<file path="src/rtl/car_detect_pkg.sv">
// Shared definitions for the loop-detector conditioner: lamp bus bit positions
// and the per-channel state encoding.
package car_detect_pkg;

  // Lamp bus layout, shared with the traffic light controller.
  localparam int LAMP_NS_R = 5;
  localparam int LAMP_NS_Y = 4;
  localparam int LAMP_NS_G = 3;
  localparam int LAMP_EW_R = 2;
  localparam int LAMP_EW_Y = 1;
  localparam int LAMP_EW_G = 0;

  // Channel state is literally {deb, lat}.
  typedef enum logic [1:0] {
    ST_IDLE        = 2'b00,
    ST_LATCHED     = 2'b01,
    ST_PRESENT     = 2'b10,
    ST_PRESENT_LAT = 2'b11
  } chan_state_e;

  function automatic logic chan_deb(input chan_state_e st);
    return st[1];
  endfunction

  function automatic logic chan_lat(input chan_state_e st);
    return st[0];
  endfunction

  function automatic chan_state_e chan_pack(input logic deb, input logic lat);
    chan_state_e st;
    case ({deb, lat})
      2'b00:   st = ST_IDLE;
      2'b01:   st = ST_LATCHED;
      2'b10:   st = ST_PRESENT;
      2'b11:   st = ST_PRESENT_LAT;
      default: st = ST_IDLE;
    endcase
    return st;
  endfunction

endpackage

</file>
<file path="src/rtl/car_chan.sv">
// One detector channel: 2-flop synchronizer, debounce filter, request latch
// cleared by own green, and the registered request output.
module car_chan
  import car_detect_pkg::*;
#(
  parameter int DEB_CYCLES = 4,
  parameter int CW         = 8
) (
  input  logic clk,
  input  logic clr,
  input  logic raw,
  input  logic grn,
  output logic car
);

  localparam logic [CW-1:0] CNT_MAX  = CW'(DEB_CYCLES - 1);
  localparam logic [CW-1:0] CNT_ZERO = {CW{1'b0}};
  localparam logic [CW-1:0] CNT_ONE  = {{(CW-1){1'b0}}, 1'b1};

  logic        s1_r;
  logic        s2_r;
  logic [CW-1:0] cnt_r;
  logic [CW-1:0] cnt_next_s;
  chan_state_e state_r;
  chan_state_e state_next_s;
  logic        deb_s;
  logic        lat_s;
  logic        deb_next_s;
  logic        lat_next_s;
  logic        car_r;

  assign deb_s = chan_deb(state_r);
  assign lat_s = chan_lat(state_r);

  // Synchronizer for the asynchronous loop input; s1 feeds nothing but s2.
  always_ff @(posedge clk) begin
    if (!clr) begin
      s1_r <= 1'b0;
      s2_r <= 1'b0;
    end else begin
      s1_r <= raw;
      s2_r <= s1_r;
    end
  end

  // Next-state: debounce qualification, then latch set/clear (clear wins).
  always_comb begin
    cnt_next_s   = cnt_r;
    deb_next_s   = deb_s;
    lat_next_s   = lat_s;
    if (s2_r == deb_s) begin
      cnt_next_s = CNT_ZERO;
    end else if (cnt_r == CNT_MAX) begin
      deb_next_s = s2_r;
      cnt_next_s = CNT_ZERO;
    end else begin
      cnt_next_s = cnt_r + CNT_ONE;
    end
    if (grn) begin
      lat_next_s = 1'b0;
    end else if (deb_next_s && !deb_s) begin
      lat_next_s = 1'b1;
    end else begin
      lat_next_s = lat_s;
    end
    state_next_s = chan_pack(deb_next_s, lat_next_s);
  end

  // State, counter and request register; the request tracks next-state so it
  // rises on the same edge as the debounced level.
  always_ff @(posedge clk) begin
    if (!clr) begin
      state_r <= ST_IDLE;
      cnt_r   <= CNT_ZERO;
      car_r   <= 1'b0;
    end else begin
      state_r <= state_next_s;
      cnt_r   <= cnt_next_s;
      car_r   <= deb_next_s | lat_next_s;
    end
  end

  assign car = car_r;

endmodule

</file>
<file path="src/rtl/car_detect.sv">
// Loop-detector conditioner: two independent channels producing the
// controller's nscar/ewcar requests, cleared by the matching green lamp.
module car_detect
  import car_detect_pkg::*;
#(
  parameter int DEB_CYCLES = 4,
  parameter int CW         = 8
) (
  input  logic       clk,
  input  logic       clr,
  input  logic       ns_raw,
  input  logic       ew_raw,
  input  logic [5:0] lights,
  output logic       nscar,
  output logic       ewcar
);

  // Only the green lamps matter here; red/yellow are deliberately ignored.
  logic unused_lamps_s;
  assign unused_lamps_s = ^{lights[LAMP_NS_R], lights[LAMP_NS_Y],
                            lights[LAMP_EW_R], lights[LAMP_EW_Y]};

  car_chan #(.DEB_CYCLES(DEB_CYCLES), .CW(CW)) u_ns (
    .clk (clk),
    .clr (clr),
    .raw (ns_raw),
    .grn (lights[LAMP_NS_G]),
    .car (nscar)
  );

  car_chan #(.DEB_CYCLES(DEB_CYCLES), .CW(CW)) u_ew (
    .clk (clk),
    .clr (clr),
    .raw (ew_raw),
    .grn (lights[LAMP_EW_G]),
    .car (ewcar)
  );

endmodule

</file>
<file path="config.mk">
export PLATFORM = sky130hd
export DESIGN_NAME = car_detect
export DESIGN_NICKNAME = d
export VERILOG_FILES = /design/src/rtl/car_detect_pkg.sv /design/src/rtl/car_chan.sv /design/src/rtl/car_detect.sv
export SDC_FILE = /design/constraint.sdc
export NUM_CORES = 1
export LEC_CHECK = 0
export CORE_MARGIN = 2
export CORE_UTILIZATION = 40
export CTS_CLUSTER_DIAMETER = 150
export CTS_CLUSTER_SIZE = 14
export DETAILED_ROUTE_END_ITERATION = 10
export SKIP_CTS_REPAIR_TIMING = 1
export SYNTH_ARGS = -nofsm -noshare
export SYNTH_HDL_FRONTEND = slang
export SYNTH_SLANG_ARGS = --single-unit
</file>
<file path="constraint.sdc">
create_clock -name clk -period 1.65 [get_ports clk]
set_input_delay 0.33 -clock clk [delete_from_list [all_inputs] [get_ports clk]]
set_output_delay 0.33 -clock clk [all_outputs]
set_load 0.02 [all_outputs]
</file>
==> results.json <==
{
  "seq_power_share_pct": 58.0,
  "path_max_fanout": 1,
  "grt_pass1_vias": 707,
  "tritoncts_clock_tree": "done",
  "power_switching_mw": 0.202,
  "globalRouteOverflowTotal": 0,
  "maximum_number_of_pins_on_one_net_before_global_route_repair": 16,
  "sw_frac_of_total_pct": 18.4,
  "avgViaCountPerCell": 5.34,
  "hold_path_end": "u_ew.s2_r",
  "critical_path.cell_chain": "clkdlybuf4s50_1",
  "power_per_cell_area_mw_per_mm2": 891,
  "mapped_area_mm2": 0.00105,
  "sequential_element_share_of_the_synthesized_area_pct": 49.6,
  "holdCritStartpoint": "u_ew.s1_r",
  "floorplan.die.height_um": 55.2,
  "synthesis.nets": 123,
  "ir_drop_uv": 722,
  "cts_buffer_depth": 2,
  "syn-instance-count": 111,
  "gp_routability_congestion": 0.759,
  "slowest_stage": "sky130_fd_sc_hd__clkdlybuf4s50_1",
  "grtUsageTotal_pct": 12.6,
  "yosys-mux-area-fraction_pct": 0,
  "clkSinkCount": 26,
  "post_synth_num_cell_types": 27,
  "hpwl_um": 1310,
  "maxClockFrequency_mhz": 635,
  "drt_first_pass_iters": 4,
  "htree_levels": 1,
  "area.growth.synth_to_final_pct": 17.4,
  "min_path_cells": 1,
  "timing.critical_path.to_type": "output port",
  "vias": 827,
  "clock_insertion_delay_worst_skew_ns": 0.32,
  "first_pass_grt_wire_length_um": 3110,
  "dieArea_mm2": 0.00305,
  "setup.worst_path.class": "reg2out",
  "timing.critical_path.slowest_cell_delay_ns": 0.59,
  "worst_r2r_endpoint": "u_ns.cnt_r[3]",
  "arithmetic_cell_share_of_the_synthesized_area_counting_full_adders_half_adders_and_majority_gates_pct": 2.38,
  "cap_violations": 0,
  "number_of_enable_type_register_cells_in_the_synthesized_netlist": 0,
  "gate_power_share_pct": 2.8,
  "cp-startpoint": "u_ew.car",
  "final_antenna_net_count": 0,
  "slew_viol_final": 0,
  "numCtsBuffers": 3,
  "rsz0062_at_grt": "false",
  "layout_common_cells": "sky130_fd_sc_hd__dfxtp_1, sky130_fd_sc_hd__nor2_1, sky130_fd_sc_hd__a21oi_1",
  "reg2regPathDepth": 4,
  "row_count": 18,
  "report.final.hold_viol_count": 0,
  "cp.arrival_ns": 1.25,
  "synth_top_cell_by_area": "sky130_fd_sc_hd__dfxtp_1",
  "min_period_ns": 1.58,
  "power.internal_mw": 0.897,
  "floorplan.initialDensity_pct": 42.4,
  "clock_power_share_pct": 39.2,
  "grt_antenna_before_repair": 0,
  "syn-mean-instance-area_um2": 9.46,
  "cts.clk_slew.worst_paths_ns": 0.14,
  "cts_root_buf": "sky130_fd_sc_hd__clkbuf_4",
  "skew_ns": 0.00826,
  "cp_num_buf_inv": 1,
  "port_buffers": 7,
  "setup_tns_ns": 0,
  "drive_above_1_share_pct": 9.60,
  "synth-xor-area-share_pct": 6.67,
  "synth_compound_gate_area_share_pct": 13.7,
  "overall_routed_net_length_um": 1790,
  "worst_setup_slack_post_dpl_ns": 0.126,
  "mostFrequentLayoutCell": "sky130_fd_sc_hd__dfxtp_1",
  "route.detailed.wl_per_inst_um": 11.5,
  "postSynth.asyncResetShare_pct": 0,
  "setup_violations": 0,
  "fp.dieW_um": 55.2,
  "number_of_diodes": 0,
  "num_io_pins": 12,
  "timing.max_slew.rel_slack_pct": 68.8,
  "cellLeakagePower_nw": 0.420,
  "dominant_combinational_cell_family_by_area_after_synthesis": "simple AND/OR/NAND/NOR gates",
  "synth_top_area_share_pct": 49.6,
  "reg2reg_setup_slack_ns": 0.12,
  "hold_path_class": "reg2reg",
  "postLayoutSetupSlackWorst_ns": 0.0746,
  "tightestPinTransition_ns": 0.461,
  "netlist_top_cells_area": "sky130_fd_sc_hd__dfxtp_1, sky130_fd_sc_hd__or3_1, sky130_fd_sc_hd__xor2_1, sky130_fd_sc_hd__a21oi_1, sky130_fd_sc_hd__nand3_1",
  "yosysWarningCount": 0,
  "fraction_of_the_mapped_netlist_area_in_simple_logic_gates_pct": 25.9,
  "layout.nets": 138,
  "core_area_mm2": 0.00248,
  "yosys_register_bits": 26,
  "drtIter0Drc": 31,
  "critical_path.startpoint_type": "register",
  "synthFlopType": "sky130_fd_sc_hd__dfxtp_1",
  "cp_data_required_time_ns": 1.32,
  "crit-reg2reg-launch": "u_ns.cnt_r[0]",
  "status": "finished, final reports clean",
  "final.fill_count": 238,
  "crit_family": "buffers and inverters",
  "layout_worst_path_cycle_share_pct": 95.5,
  "drt_drc_violations_left": 0
}
power groups by stage:
stage,logic (mW),clock network [mW],registers [mW]
after CTS,0.0310,0.446,0.638
after global placement,0.0303,0,0.651
after detailed placement,0.0304,0,0.651
final,0.0306,0.430,0.638
after floorplan,0.0130,0,0.650
after global routing,0.0340,0.470,0.639
Yosys cell counts, types with 2 or more instances:
library cell,number
sky130_fd_sc_hd__a21oi_1,8
sky130_fd_sc_hd__a31oi_1,2
sky130_fd_sc_hd__a41oi_1,2
sky130_fd_sc_hd__and2_1,4
sky130_fd_sc_hd__dfxtp_1,26
sky130_fd_sc_hd__ha_1,2
sky130_fd_sc_hd__inv_1,5
sky130_fd_sc_hd__nand2_1,6
sky130_fd_sc_hd__nand2b_1,2
sky130_fd_sc_hd__nand3_1,7
sky130_fd_sc_hd__nand4_1,2
sky130_fd_sc_hd__nor2_1,9
sky130_fd_sc_hd__nor3_1,3
sky130_fd_sc_hd__nor4b_1,2
sky130_fd_sc_hd__o21ai_0,6
sky130_fd_sc_hd__o21ai_1,2
sky130_fd_sc_hd__or3_1,7
sky130_fd_sc_hd__xnor2_1,3
sky130_fd_sc_hd__xor2_1,5
layout make-up:
type | instances | area [um2] | area share, %
clock buffer | 3 | 22.5 | 1.83
clock inverter | 1 | 30.0 | 2.44
inverter | 5 | 18.8 | 1.52
multi-input combinational | 80 | 510 | 41.4
sequential | 26 | 520 | 42.2
tap | 30 | 37.5 | 3.05
timing repair buffer | 10 | 92.6 | 7.51
flip-flops by register name, summed over array words and instances (netlist names), named ones only:
name	count
u_ns.s1_r	1
u_ns.car	1
u_ew.state_r	1
u_ew.cnt_r	8
u_ns.cnt_r	8
u_ew.s1_r	1
u_ew.car	1
u_ew.s2_r	1
u_ns.state_r	1
u_ns.s2_r	1
logic make-up after synthesis:
group           count (synthesis)
compound gates                 22
flops                          26
buf+inv                         5
xor+xnor                        8
fa+ha+maj                       2
simple gates                   48
through the flow:
step | cells | cell area, um2 | power (mW) | hold WS, ns | util [%]
5_1_grt | 155 | 1230 | 1.14 | 0.486 | 49.7
3_3_place_gp | 151 | 1180 | 0.682 | 0.424 | 47.6
4_1_cts | 155 | 1230 | 1.11 | 0.461 | 49.7
6_report | 155 | 1230 | 1.10 | 0.457 | 49.7
2_1_floorplan | 111 | 1050 | 0.663 | 0.409 | -
3_5_place_dp | 151 | 1180 | 0.682 | 0.419 | 47.6
layer usage:
layer  up-vias  wire length [um]  global-route usage (%)
met5         -                 0                       0
met4         0                15                    3.14
li1        429                 -                       -
met1       381               932                    17.1
met3         2                80                    5.62
met2        15               761                    18.2
how the worst max path moves through the flow:
| stage | endpoint | slack, ns | cells after the start |
|---|---|---|---|
| 4_1_cts | ewcar | 0.05 | 1 |
| 5_1_grt | nscar | 0.01 | 1 |
| 3_5_place_dp | u_ns.cnt_r[4] | 0.13 | 4 |
| 6_report | ewcar | 0.07 | 1 |
| 2_1_floorplan | u_ns.cnt_r[2] | 0.18 | 4 |
| 3_3_place_gp | u_ns.cnt_r[2] | 0.16 | 4 |
Power figures use the tool's default switching activity.
